**config.mk**
```make
export PLATFORM = sky130hd
export DESIGN_NAME = ad9910_cmd_seq_flat
export DESIGN_NICKNAME = d
export VERILOG_FILES = /design/src/rtl/ad9910_cmd_seq_if.sv /design/src/rtl/ad9910_cmd_seq.sv /design/src/flat_wrapper.sv
export SDC_FILE = /design/constraint.sdc
export NUM_CORES = 1
export LEC_CHECK = 0
export ABC_AREA = 1
export CAP_MARGIN = 20
export CORE_MARGIN = 1.5
export CORE_UTILIZATION = 50
export CTS_CLUSTER_DIAMETER = 100
export DETAILED_ROUTE_END_ITERATION = 7
export GPL_ROUTABILITY_DRIVEN = 0
export HOLD_SLACK_MARGIN = 0.12
export PLACE_DENSITY = 0.84
export RECOVER_POWER = 25
export REMOVE_ABC_BUFFERS = 1
export SLEW_MARGIN = 20
export SYNTH_ARGS = -nofsm -noshare
export SYNTH_HDL_FRONTEND = slang
export SYNTH_SLANG_ARGS = --single-unit
export TNS_END_PERCENT = 30
```
**constraint.sdc**
```tcl
create_clock -name clk -period 5.9 [get_ports clk]
set_input_delay 0.59 -clock clk [delete_from_list [all_inputs] [get_ports clk]]
set_output_delay 0.59 -clock clk [all_outputs]
set_load 0.01 [all_outputs]
```
**src/rtl/ad9910_cmd_seq_if.sv**
```systemverilog
// Command stream between the RTMQ core and the AD9910 command sequencer.
// The core drives a command and valid; the sequencer answers with ready.
interface ad9910_cmd_seq_if;
   logic        cmd_vld;
   logic        cmd_rdy;
   logic [2:0]  cmd_typ;
   logic [4:0]  cmd_adr;
   logic [1:0]  cmd_len;
   logic [63:0] cmd_dat;

   modport master (
      output cmd_vld, cmd_typ, cmd_adr, cmd_len, cmd_dat,
      input  cmd_rdy
   );

   modport slave (
      input  cmd_vld, cmd_typ, cmd_adr, cmd_len, cmd_dat,
      output cmd_rdy
   );
endinterface

```
**src/rtl/ad9910_cmd_seq.sv**
```systemverilog
// AD9910 channel command sequencer: SPI register writes, io_upd/io_rst/m_rst
// pulses, profile selection and programmable waits driven onto the cdds bus.
module ad9910_cmd_seq #(
   parameter int CLK_DIV = 4,
   parameter int T_UPD   = 4,
   parameter int T_MRST  = 16
) (
   input  logic                clk,
   input  logic                rst,
   ad9910_cmd_seq_if.slave     cmd,
   input  logic [3:0]          pbk_ctl,
   output logic [12:0]         cdds,
   output logic                spi_csb,
   output logic                spi_sclk,
   output logic                spi_sdio,
   output logic                busy
);

   typedef enum logic [2:0] {IDLE, SHIFT, HOLD, PULSE, WAIT, GAP} state_t;
   typedef enum logic [1:0] {P_UPD, P_IORST, P_MRST} pulse_t;

   localparam logic [31:0] DIV      = 32'(CLK_DIV);
   localparam logic [31:0] DIV_LAST = 32'(CLK_DIV - 1);
   localparam logic [31:0] BIT_LAST = 32'(2 * CLK_DIV - 1);
   localparam logic [31:0] UPD_LAST = 32'(T_UPD - 1);
   localparam logic [31:0] MRS_LAST = 32'(T_MRST - 1);

   state_t      state_reg, state_next;
   pulse_t      pulse_reg, pulse_next;
   logic [31:0] cnt_reg, cnt_next;
   logic [6:0]  bit_reg, bit_next;
   logic [71:0] shift_reg, shift_next;
   logic [2:0]  prof_reg, prof_next;
   logic [1:0]  pf_reg, pf_next;
   logic        txen_reg, txen_next;
   logic [3:0]  pbk_reg;
   logic        io_upd_reg, io_upd_next;
   logic        io_rst_reg, io_rst_next;
   logic        m_rst_reg, m_rst_next;
   logic        csb_reg, csb_next;
   logic        sclk_reg, sclk_next;
   logic        sdio_reg, sdio_next;

   logic        rdy;
   logic        accept;
   logic [71:0] frame;
   logic [6:0]  frame_last;

   assign rdy         = (state_reg == IDLE) && !rst;
   assign accept      = cmd.cmd_vld && rdy;
   assign cmd.cmd_rdy = rdy;
   assign busy        = ~rdy;

   // Frame is left-justified so the shifter always emits bit 71 first.
   always_comb begin
      frame      = '0;
      frame_last = 7'd15;
      case (cmd.cmd_len)
         2'd0: begin frame = {3'b000, cmd.cmd_adr, cmd.cmd_dat[7:0], 56'd0};  frame_last = 7'd15; end
         2'd1: begin frame = {3'b000, cmd.cmd_adr, cmd.cmd_dat[15:0], 48'd0}; frame_last = 7'd23; end
         2'd2: begin frame = {3'b000, cmd.cmd_adr, cmd.cmd_dat[31:0], 32'd0}; frame_last = 7'd39; end
         default: begin frame = {3'b000, cmd.cmd_adr, cmd.cmd_dat};          frame_last = 7'd71; end
      endcase
   end

   always_comb begin
      state_next = state_reg;
      pulse_next = pulse_reg;
      cnt_next   = cnt_reg;
      bit_next   = bit_reg;
      shift_next = shift_reg;
      prof_next  = prof_reg;
      pf_next    = pf_reg;
      txen_next  = txen_reg;
      unique case (state_reg)
         IDLE: begin
            if (accept) begin
               case (cmd.cmd_typ)
                  3'd0: begin
                     state_next = SHIFT;
                     cnt_next   = BIT_LAST;
                     bit_next   = frame_last;
                     shift_next = frame;
                  end
                  3'd1: begin state_next = PULSE; pulse_next = P_UPD;   cnt_next = UPD_LAST; end
                  3'd2: begin
                     state_next = WAIT;
                     cnt_next   = '0;
                     pf_next    = cmd.cmd_dat[1:0];
                     prof_next  = cmd.cmd_dat[4:2];
                     txen_next  = cmd.cmd_dat[5];
                  end
                  3'd3: begin
                     state_next = PULSE;
                     pulse_next = P_MRST;
                     cnt_next   = MRS_LAST;
                     pf_next    = '0;
                     prof_next  = '0;
                     txen_next  = 1'b0;
                  end
                  3'd4: begin state_next = PULSE; pulse_next = P_IORST; cnt_next = UPD_LAST; end
                  3'd5: begin
                     state_next = WAIT;
                     cnt_next   = (cmd.cmd_dat[31:0] == 32'd0) ? 32'd0 : cmd.cmd_dat[31:0] - 32'd1;
                  end
                  default: begin state_next = WAIT; cnt_next = '0; end
               endcase
            end
         end
         SHIFT: begin
            if (cnt_reg != 32'd0) begin
               cnt_next = cnt_reg - 32'd1;
            end else if (bit_reg == 7'd0) begin
               state_next = HOLD;
               cnt_next   = DIV_LAST;
            end else begin
               bit_next   = bit_reg - 7'd1;
               shift_next = {shift_reg[70:0], 1'b0};
               cnt_next   = BIT_LAST;
            end
         end
         HOLD, PULSE: begin
            if (cnt_reg != 32'd0) begin
               cnt_next = cnt_reg - 32'd1;
            end else begin
               state_next = GAP;
               cnt_next   = DIV_LAST;
            end
         end
         WAIT, GAP: begin
            if (cnt_reg != 32'd0) cnt_next = cnt_reg - 32'd1;
            else                  state_next = IDLE;
         end
         default: state_next = IDLE;
      endcase

      // Pin values are decoded from the next state so they can be registered
      // without adding a cycle of latency.
      csb_next    = !(state_next == SHIFT || state_next == HOLD);
      sclk_next   = (state_next == SHIFT) && (cnt_next < DIV);
      sdio_next   = (state_next == SHIFT) && shift_next[71];
      io_upd_next = (state_next == PULSE) && (pulse_next == P_UPD);
      io_rst_next = (state_next == PULSE) && (pulse_next == P_IORST);
      m_rst_next  = (state_next == PULSE) && (pulse_next == P_MRST);
   end

   always_ff @(posedge clk) begin
      if (rst) begin
         state_reg  <= IDLE;
         pulse_reg  <= P_UPD;
         cnt_reg    <= '0;
         bit_reg    <= '0;
         shift_reg  <= '0;
         prof_reg   <= '0;
         pf_reg     <= '0;
         txen_reg   <= 1'b0;
         pbk_reg    <= '0;
         io_upd_reg <= 1'b0;
         io_rst_reg <= 1'b0;
         m_rst_reg  <= 1'b0;
         csb_reg    <= 1'b1;
         sclk_reg   <= 1'b0;
         sdio_reg   <= 1'b0;
      end else begin
         state_reg  <= state_next;
         pulse_reg  <= pulse_next;
         cnt_reg    <= cnt_next;
         bit_reg    <= bit_next;
         shift_reg  <= shift_next;
         prof_reg   <= prof_next;
         pf_reg     <= pf_next;
         txen_reg   <= txen_next;
         pbk_reg    <= pbk_ctl;
         io_upd_reg <= io_upd_next;
         io_rst_reg <= io_rst_next;
         m_rst_reg  <= m_rst_next;
         csb_reg    <= csb_next;
         sclk_reg   <= sclk_next;
         sdio_reg   <= sdio_next;
      end
   end

   assign cdds     = {txen_reg, pbk_reg, io_rst_reg, m_rst_reg, io_upd_reg, prof_reg, pf_reg};
   assign spi_csb  = csb_reg;
   assign spi_sclk = sclk_reg;
   assign spi_sdio = sdio_reg;

endmodule

```
**src/flat_wrapper.sv**
```systemverilog
// flat-port wrapper written by rule: the top's interface ports become plain ports
module ad9910_cmd_seq_flat 
#(
   parameter int CLK_DIV = 4,
   parameter int T_UPD   = 4,
   parameter int T_MRST  = 16
)
  (clk, rst, pbk_ctl, cdds, spi_csb, spi_sclk, spi_sdio, busy, cmd_cmd_vld, cmd_cmd_typ, cmd_cmd_adr, cmd_cmd_len, cmd_cmd_dat, cmd_cmd_rdy);
  ad9910_cmd_seq_if cmd_i ();
  input  logic clk;
  input  logic rst;
  input  logic [3:0] pbk_ctl;
  output logic [12:0] cdds;
  output logic spi_csb;
  output logic spi_sclk;
  output logic spi_sdio;
  output logic busy;
  input wire logic [$bits(cmd_i.cmd_vld)-1:0] cmd_cmd_vld;
  input wire logic [$bits(cmd_i.cmd_typ)-1:0] cmd_cmd_typ;
  input wire logic [$bits(cmd_i.cmd_adr)-1:0] cmd_cmd_adr;
  input wire logic [$bits(cmd_i.cmd_len)-1:0] cmd_cmd_len;
  input wire logic [$bits(cmd_i.cmd_dat)-1:0] cmd_cmd_dat;
  output wire logic [$bits(cmd_i.cmd_rdy)-1:0] cmd_cmd_rdy;
  assign cmd_i.cmd_vld = cmd_cmd_vld;
  assign cmd_i.cmd_typ = cmd_cmd_typ;
  assign cmd_i.cmd_adr = cmd_cmd_adr;
  assign cmd_i.cmd_len = cmd_cmd_len;
  assign cmd_i.cmd_dat = cmd_cmd_dat;
  assign cmd_cmd_rdy = cmd_i.cmd_rdy;
  ad9910_cmd_seq #(.CLK_DIV(CLK_DIV), .T_UPD(T_UPD), .T_MRST(T_MRST)) u_core (.clk(clk), .rst(rst), .cmd(cmd_i), .pbk_ctl(pbk_ctl), .cdds(cdds), .spi_csb(spi_csb), .spi_sclk(spi_sclk), .spi_sdio(spi_sdio), .busy(busy));
endmodule
```
==> results of run 1 <==
[cell families after synthesis]
kind of cell	after synthesis	synth area share
and+or+nand+nor	763	0.3893
AOI/OAI and AO/OA	248	0.1764
buffers and inverters	198	0.09806
DFF	132	0.3133
xor gates and xnor gates	15	0.01558
adders and majority gates	5	0.007417
[power breakdown]
group          leakage (nW)  internal (mW)  switching, mW
clock network         0.278          0.609          0.440
registers              1.07           1.03          0.144
logic                  2.90          0.996           2.17
total                  4.25           2.64           2.76
[worst min path at each step]
stage,start,end,slack [ns]
floorplan,u_core.shift_reg[69],u_core.shift_reg[69],0.43
global placement,u_core.shift_reg[69],u_core.shift_reg[69],0.45
detailed placement,u_core.shift_reg[69],u_core.shift_reg[70],0.46
CTS,u_core.shift_reg[69],u_core.shift_reg[70],0.47
global route,u_core.shift_reg[69],u_core.shift_reg[70],0.48
finish,u_core.shift_reg[69],u_core.shift_reg[70],0.47
[through the flow]
stage | cells | total power, mW
2_1_floorplan | 1302 | 3.494
3_3_place_gp | 1626 | 4.205
3_5_place_dp | 1626 | 4.272
4_1_cts | 1658 | 5.332
5_1_grt | 1658 | 5.840
6_report | 1658 | 5.394
[worst max-delay path: stages]
cell	delay, ns
clkbuf_1	0.23
clkbuf_1	2.92
inv_1	0.10
buf_4	0.42
nand4_1	0.23
nor2_1	0.06
nand2_1	0.06
nor2_1	0.05
nand4_1	0.06
nor2_1	0.05
[final cells by class]
| type | count | area (µm²) |
|---|---|---|
| sequential | 132 | 2643 |
| tap | 220 | 275.3 |
| fill | 1499 | 6521 |
| clock buffer | 20 | 456.7 |
| inverter | 139 | 530.5 |
| timing repair buffer | 104 | 1016 |
| multi-input combinational | 1031 | 4962 |
| clock inverter | 12 | 120.1 |
[metal layers]
layer	track usage	part of all wire	vias to the layer above
met5	0	0	-
met4	0.1502	0.037	0
met3	0.05747	0.096	75
met2	0.4826	0.46	552
met1	0.3839	0.40	4334
li1	-	-	4611
[layout by cell type (no fill, tap or decap), drive strengths merged, types with 3 or more instances in the layout]
cell           count
a211oi             4
a21oi             48
a221oi            25
a31oi             63
buf                5
clkbuf            22
clkdlybuf4s50     80
clkinv             8
dfxtp            132
dlygate4sd3       17
ha                 5
inv              140
nand2            366
nand3             84
nand3b             3
nand4             21
nor2             262
nor3              13
nor4               4
o211ai             4
o21ai             84
o21bai             3
o22ai             10
or2                8
xor2              13
==> impl_metrics.json, run 1 <==
{
  "status": "finished with violations",
  "violations": "design-rule violations, max-capacitance violations, max-slew violations",
  "gr-total-overflow": 0,
  "clockBufferDepth": 2,
  "place_hpwl_um": 18800,
  "grt_max_degree": 91,
  "synth_area_per_cell_um2": 6.197,
  "setup_ws_ns": 1.430,
  "die_y_um": 132.9,
  "fp.dieArea_mm2": 0.01766,
  "synth_edf_count": 0,
  "synth_top_area_frac": 0.3133,
  "crit_path_end": "u_core.spi_sclk",
  "r2r_slack_ns": 1.57,
  "final_area_mm2": 0.01000,
  "r2r-start": "u_core.state_reg[1]",
  "drtAntennaViolNets": 0,
  "drive_gt1_frac": 0.05981,
  "syn2layout_area_growth_pct": 18.60,
  "ys_top_cells_by_count": "358 x nand2_1, 242 x nor2_1, 132 x dfxtp_1, 127 x inv_1, 81 x nand3_1",
  "cts_buffers": 17,
  "synthArstFlopShare": 0,
  "cts_hold_buf": 0,
  "wl_um": 26340,
  "core-area_mm2": 0.01652,
  "cp_max_fo": 90,
  "synthMostInstantiatedCell": "nand2_1",
  "ys_seq_elements": 132,
  "antenna_found_initial": 0,
  "worstPathRequired_ns": 6.23,
  "irDropWorstVdd_uv": 323.7,
  "die-width_um": 132.9,
  "fin_util": 0.6054,
  "worstMarginPinSlew_ns": 4.142,
  "largest_register_ffs": 72,
  "antennaDiodeCount": 0,
  "grt_pass1_vias": 8662,
  "holdPathStages": 2,
  "dr.pass1.iters": 8,
  "max_slew_margin": -1.761,
  "hold_ws_ns": 0.4679,
  "pwr_density_cell_mw_per_mm2": 539.3,
  "max_freq_mhz": 223.7,
  "hp-class": "flip-flop to flip-flop",
  "arrival_ns": 4.80,
  "cts_sinks": 132,
  "startpoint": "rst",
  "synth_area_leader_cell": "dfxtp_1",
  "clock-root-buffer": "clkbuf_16",
  "preCtsSetupSlack_ns": 2.074,
  "end_kind": "flip-flop",
  "netlist_area_mm2": 0.008434,
  "reg2regPathDepth": 10,
  "vias_per_cell": 5.773,
  "r2r_end": "u_core.bit_reg[4]",
  "cp-start-kind": "input pin",
  "path_clk_slew_ns": 0.06,
  "ys_seq_area_frac": 0.3133,
  "wire_per_inst_um": 15.89,
  "drv_slew": 91,
  "vias": 9572,
  "grt_first_pass_wirelength_um": 42530,
  "nNetsFinal": 1511,
  "track_usage": 0.2998,
  "setup_viol": 0,
  "cap_violations": 1,
  "synthFlopType": "dfxtp_1",
  "finalCritPeriodShare": 0.7577,
  "rows": 47,
  "finalSetupTns_ns": 0,
  "path_class": "input pin to flip-flop",
  "ys_top_cells_by_area": "dfxtp_1 31%, nand2_1 16%, nor2_1 11%, inv_1 5.7%, nand3_1 4.8%",
  "hold_viol": 0,
  "ios": 99,
  "cts_resized": 0,
  "p_leak_nw": 4.248,
  "worst_clock_skew_ns": 0.01049,
  "port_buffers": 98,
  "min_period_ns": 4.470,
  "cts_tree": "yes",
  "start_util": 0.5104,
  "clk_latency_ns": 0.43,
  "yosysWarnings": 0,
  "ctsHtreeMaxLevel": 4,
  "drt_iter0_markers": 1097,
  "syn_inst": 1361,
  "drc": 1,
  "yosysUniqueCellTypes": 49,
  "post_cts_buffers": 0,
  "rsz0062_at_grt": "no",
  "placedInstanceArea_mm2": 0.009438
}
(Power assumes the default switching activity.)
==> run 2: changes to the inputs <==
clock period = 4.6 ns   (was 5.9 ns; I/O delays follow)
==> run 2 against run 1 <==
The run ends with max-capacitance violations, max-slew violations left; power is 31% higher; via count is 0.54% higher; global-route usage is 0.49 points higher; highest routed layer unchanged; cell count stayed put; flip-flop and latch count stayed put; worst hold slack worse by 0.0016 ns; sequential power is 28% higher; critical path depth stayed put.
==> impl_metrics.json, run 2 (synthesis gave the netlist of run 1 again) <==
{
  "irDropWorstVdd_uv": 375.1,
  "end_kind": "flip-flop",
  "worstHoldStart": "u_core.shift_reg[68]",
  "gr-total-overflow": 0,
  "vias_per_cell": 5.805,
  "antenna_found_initial": 0,
  "path_class": "input pin to flip-flop",
  "max_freq_mhz": 257.8,
  "finalCritPeriodShare": 0.8432,
  "die_y_um": 132.9,
  "hold_viol": 0,
  "syn2layout_area_growth_pct": 18.34,
  "worstPathRequired_ns": 4.97,
  "arrival_ns": 4.25,
  "wire_per_inst_um": 16.34,
  "p_leak_nw": 4.242,
  "violations": "max-capacitance violations, max-slew violations",
  "r2r-start": "u_core.state_reg[1]",
  "rows": 47,
  "largest_register_ffs": 72,
  "worst_clock_skew_ns": 0.01788,
  "clockBufferDepth": 2,
  "cts_tree": "yes",
  "cts_resized": 0,
  "drt_iter0_markers": 1272,
  "layout_common_cells": "360 x nand2_1, 244 x nor2_1, 132 x dfxtp_1",
  "drtAntennaViolNets": 0,
  "final_common_cell": "nand2_1",
  "track_usage": 0.3046,
  "min_period_ns": 3.878,
  "cap_violations": 2,
  "hold_path_end": "u_core.shift_reg[69]",
  "path_clk_slew_ns": 0.06,
  "wl_um": 27080,
  "reg2regPathDepth": 11,
  "antennaDiodeCount": 0,
  "drc": 0,
  "clock-root-buffer": "clkbuf_16",
  "rsz0062_at_grt": "no",
  "core-area_mm2": 0.01652,
  "nNetsFinal": 1513,
  "finalSetupTns_ns": 0,
  "status": "finished with violations",
  "die-width_um": 132.9,
  "n_fill_cell": 1495,
  "setup_viol": 0,
  "post_cts_buffers": 0,
  "vias": 9624,
  "ctsHtreeMaxLevel": 4,
  "hp-class": "flip-flop to flip-flop",
  "holdPathStages": 2,
  "grt_pass1_vias": 8907,
  "r2r_slack_ns": 0.76,
  "cts_sinks": 132,
  "fp.dieArea_mm2": 0.01766,
  "r2r_end": "u_core.shift_reg[12]",
  "port_buffers": 98,
  "cts_hold_buf": 0,
  "start_util": 0.5104,
  "drive_gt1_frac": 0.05841,
  "worstMarginPinSlew_ns": 1.940,
  "cp-start-kind": "input pin",
  "dr.pass1.iters": 8,
  "stdcell_count": 1658,
  "cp_max_fo": 90,
  "clk_latency_ns": 0.44,
  "ios": 99,
  "place_hpwl_um": 18970,
  "max_slew_margin": -0.2933,
  "grt_max_degree": 91,
  "dp.cells": 1628,
  "pwr_density_cell_mw_per_mm2": 705.5,
  "drv_slew": 135,
  "cts_buffers": 17,
  "grt_first_pass_wirelength_um": 43480
}
-- run 2: cell types whose count changed in the layout (fill, tap and decap cells not counted) --
cell and delta:
dlygate4sd3_1 +1, clkbuf_1 -1, clkinv_2 +1, nand2_1 +1, nor2_2 -2, nand2_2 -1, clkinvlp_4 +1, clkinv_4 -1
buf_4 +1, nor2_1 +2, clkbuf_2 +1, clkdlybuf4s50_1 -1, clkbuf_8 -2
-- run 2: per-stage QoR --
step | utilization | hold slack, ns | area (µm²) | power (mW) | worst slack [ns]
floorplan | - | 0.4349 | 8137 | 4.482 | -1.768
global placement | 0.5720 | 0.4479 | 9453 | 5.498 | 0.9996
detailed placement | 0.5720 | 0.4573 | 9453 | 5.575 | 0.8859
CTS | 0.6053 | 0.4671 | 10000 | 6.917 | 1.325
global route | 0.6040 | 0.4887 | 9981 | 7.518 | 0.4279
finish | 0.6040 | 0.4662 | 9981 | 7.041 | 0.7215
-- run 2: worst max-delay path, cell delays in order --
cell and delay (ns):
clkbuf_1 0.14, clkbuf_2 1.02, inv_1 0.23, clkbuf_1 1.42, nand4_1 0.41, nor2_1 0.19, nand2_1 0.07, nor2_1 0.10
nand4_1 0.07, nor2_1 0.12
-- run 2: power breakdown --
group / switching (mW) / internal [mW]
sequential: 0.185 / 1.32
clock: 0.563 / 0.743
combinational: 2.93 / 1.30
total: 3.68 / 3.37
-- run 2: final cells by class --
cell class | instances | area (µm²) | share of cell area
Sequential cell | 132 | 2643 | 0.2648
Timing Repair Buffer | 106 | 1028 | 0.1030
Tap cell | 220 | 275.3 | 0.02758
Clock buffer | 17 | 425.4 | 0.04262
Inverter | 139 | 530.5 | 0.05315
Clock inverter | 13 | 123.9 | 0.01241
Multi-Input combinational cell | 1031 | 4955 | 0.4964
-- run 2: layer usage --
metal | global-route usage | share of wire | up-vias
li1 | - | - | 4605
met1 | 0.3920 | 0.40 | 4307
met2 | 0.4928 | 0.46 | 603
met3 | 0.05670 | 0.10 | 109
met4 | 0.1453 | 0.041 | 0
met5 | 0 | 0 | -
-- run 2: worst max-delay path by stage --
stage	start	endpoint	slack [ns]	cells past startpoint
5_1_grt	rst	u_core.spi_sclk	0.43	10
6_report	rst	u_core.spi_sclk	0.72	10
3_5_place_dp	cmd_cmd_typ[1]	u_core.shift_reg[17]	0.89	10
4_1_cts	cmd_cmd_typ[1]	u_core.shift_reg[12]	1.32	10
3_3_place_gp	cmd_cmd_typ[1]	u_core.shift_reg[25]	1.0	10
2_1_floorplan	u_core.cnt_reg[0]	u_core.shift_reg[11]	-1.77	11
==> run 3: changes to the inputs <==
PLACE_DENSITY = 0.86   (was 0.84)
clock period = 3.45 ns   (was 4.6 ns; I/O delays follow)
==> run 3 against run 2 <==
The run now ends clean; clock skew fell by 0.0064 ns; flip-flop and latch count did not move; register-to-register slack got worse by 0.46 ns; critical path depth unchanged; via count up 1.8%; final area rose by 0.56%; global-route usage decreased by 0.29 points.
==> impl_metrics.json, run 3 (synthesis gave the netlist of run 1 again) <==
{
  "status": "finished, final reports clean",
  "irDropWorstVdd_uv": 515.9,
  "min_period_ns": 3.146,
  "vias": 9794,
  "cts_hold_buf": 0,
  "drv_slew": 0,
  "pwr_density_cell_mw_per_mm2": 921.4,
  "syn2layout_area_growth_pct": 19.00,
  "port_buffers": 98,
  "setup_viol": 0,
  "start_util": 0.5104,
  "grt_first_pass_wirelength_um": 43080,
  "final_common_cell": "nand2_1",
  "track_usage": 0.3017,
  "largest_register_ffs": 72,
  "placedInstanceArea_mm2": 0.009508,
  "cts_tree": "yes",
  "cp_common_cell": "nor2_1",
  "slowest_stage": "clkinv_2",
  "drt_iter0_markers": 1179,
  "drtAntennaViolNets": 0,
  "intPower_mw": 4.488,
  "die_y_um": 132.9,
  "arrival_ns": 3.41,
  "crit_chain": "nor2_1, nand2_4, nor2_8, nand2_1, nor3_4, inv_2, nand2_2, clkinv_2, a221oi_1, nor2_1",
  "totalPowerFinal_mw": 9.248,
  "fin_util": 0.6074,
  "drive_gt1_frac": 0.06358,
  "end_kind": "flip-flop",
  "r2r-start": "u_core.state_reg[1]",
  "worstHoldStart": "pbk_ctl[2]",
  "cp_num_buf_inv": 2,
  "power.share.clock": 0.192,
  "max_slew_margin": 0.3587,
  "final_area_mm2": 0.01004,
  "ios": 99,
  "worstPathRequired_ns": 3.72,
  "rsz0062_at_grt": "no",
  "grt_max_degree": 90,
  "hold_viol": 0,
  "worst_clock_skew_ns": 0.01145,
  "nNetsFinal": 1520,
  "gr-total-overflow": 0,
  "cts_resized": 0,
  "cp-start-kind": "flip-flop",
  "cts_sinks": 132,
  "crit_path_max_incr_delay_ns": 0.69,
  "clk_latency_ns": 0.43,
  "cts_buffers": 17,
  "fp.dieArea_mm2": 0.01766,
  "grt_pass1_vias": 8878,
  "die-width_um": 132.9,
  "p_leak_nw": 4.277,
  "n_fill_cell": 1475,
  "vias_per_cell": 5.875,
  "seq_power_share": 0.218,
  "path_clk_slew_ns": 0.06,
  "ctsHtreeMaxLevel": 4,
  "antennaDiodeCount": 0,
  "swShare": 0.5147,
  "layout_common_cells": "360 x nand2_1, 244 x nor2_1, 132 x dfxtp_1",
  "antenna_found_initial": 0,
  "post_cts_buffers": 0,
  "wl_um": 26940,
  "dr.pass1.iters": 6,
  "cp_max_fo": 67,
  "max_freq_mhz": 317.9,
  "core-area_mm2": 0.01652,
  "finalCritPeriodShare": 0.9119,
  "hp-class": "input pin to flip-flop",
  "path_class": "flip-flop to flip-flop",
  "drc": 0,
  "p_sw_mw": 4.761,
  "startpoint": "u_core.state_reg[1]",
  "clockBufferDepth": 2,
  "cap_violations": 0,
  "wire_per_inst_um": 16.16,
  "clock-root-buffer": "clkbuf_16",
  "cp_top_family": "simple AND/OR/NAND/NOR gates",
  "comb_power_share": 0.591,
  "place_hpwl_um": 19410,
  "rows": 47,
  "worstMarginPinSlew_ns": 0.9620
}
## run 3: worst min-delay path: stages
cell and delay (ns):
clkdlybuf4s50_1 0.39, inv_1 0.05, nor2_1 0.03
## run 3: routing by layer
layer / routed length, µm / vias up / track usage
met4: 1462 / 0 / 0.1746
met3: 2635 / 119 / 0.05402
li1: - / 4635 / -
met2: 12170 / 614 / 0.4847
met5: 0 / - / 0
met1: 10680 / 4426 / 0.3803
## run 3: path summary, 6_finish.rpt
path / endpoint / slack (ns) / depth (start not counted)
worst max-delay path: u_core.shift_reg[12] / 0.30 / 10
worst min-delay path: u_core.pbk_reg[2] / 0.43 / 3
worst max register to register: u_core.shift_reg[12] / 0.30 / 10
worst min register to register: u_core.shift_reg[69] / 0.47 / 2
## run 3: cell type report
cell class,instances,area (µm²),share of cell area
multi-input cells,1031,4931,0.4913
flip-flops and latches,132,2643,0.2633
repair buffers,113,1084,0.1080
inverters,139,530.5,0.05285
clock buffers,20,456.7,0.04550
well taps,220,275.3,0.02742
clock inverters,12,117.6,0.01172
## run 3: per-stage QoR
stage | setup WS [ns] | setup TNS (ns) | std cells | hold WS [ns]
floorplan | -2.918 | -219.04 | 1302 | 0.4141
global placement | 0.6420 | 0 | 1635 | 0.4518
detailed placement | 0.6046 | 0 | 1635 | 0.4577
CTS | 0.7534 | 0 | 1667 | 0.4309
global route | 0.03499 | 0 | 1667 | 0.4366
finish | 0.3041 | 0 | 1667 | 0.4322
## run 3: power groups by stage
stage / Combinational, mW / Clock [mW] / Sequential, mW
detailed placement: 5.42 / 0 / 2.03
global placement: 5.32 / 0 / 2.02
global route: 6.06 / 1.84 / 2.04
CTS: 5.49 / 1.77 / 2.00
finish: 5.46 / 1.77 / 2.01
floorplan: 4.01 / 0 / 1.97
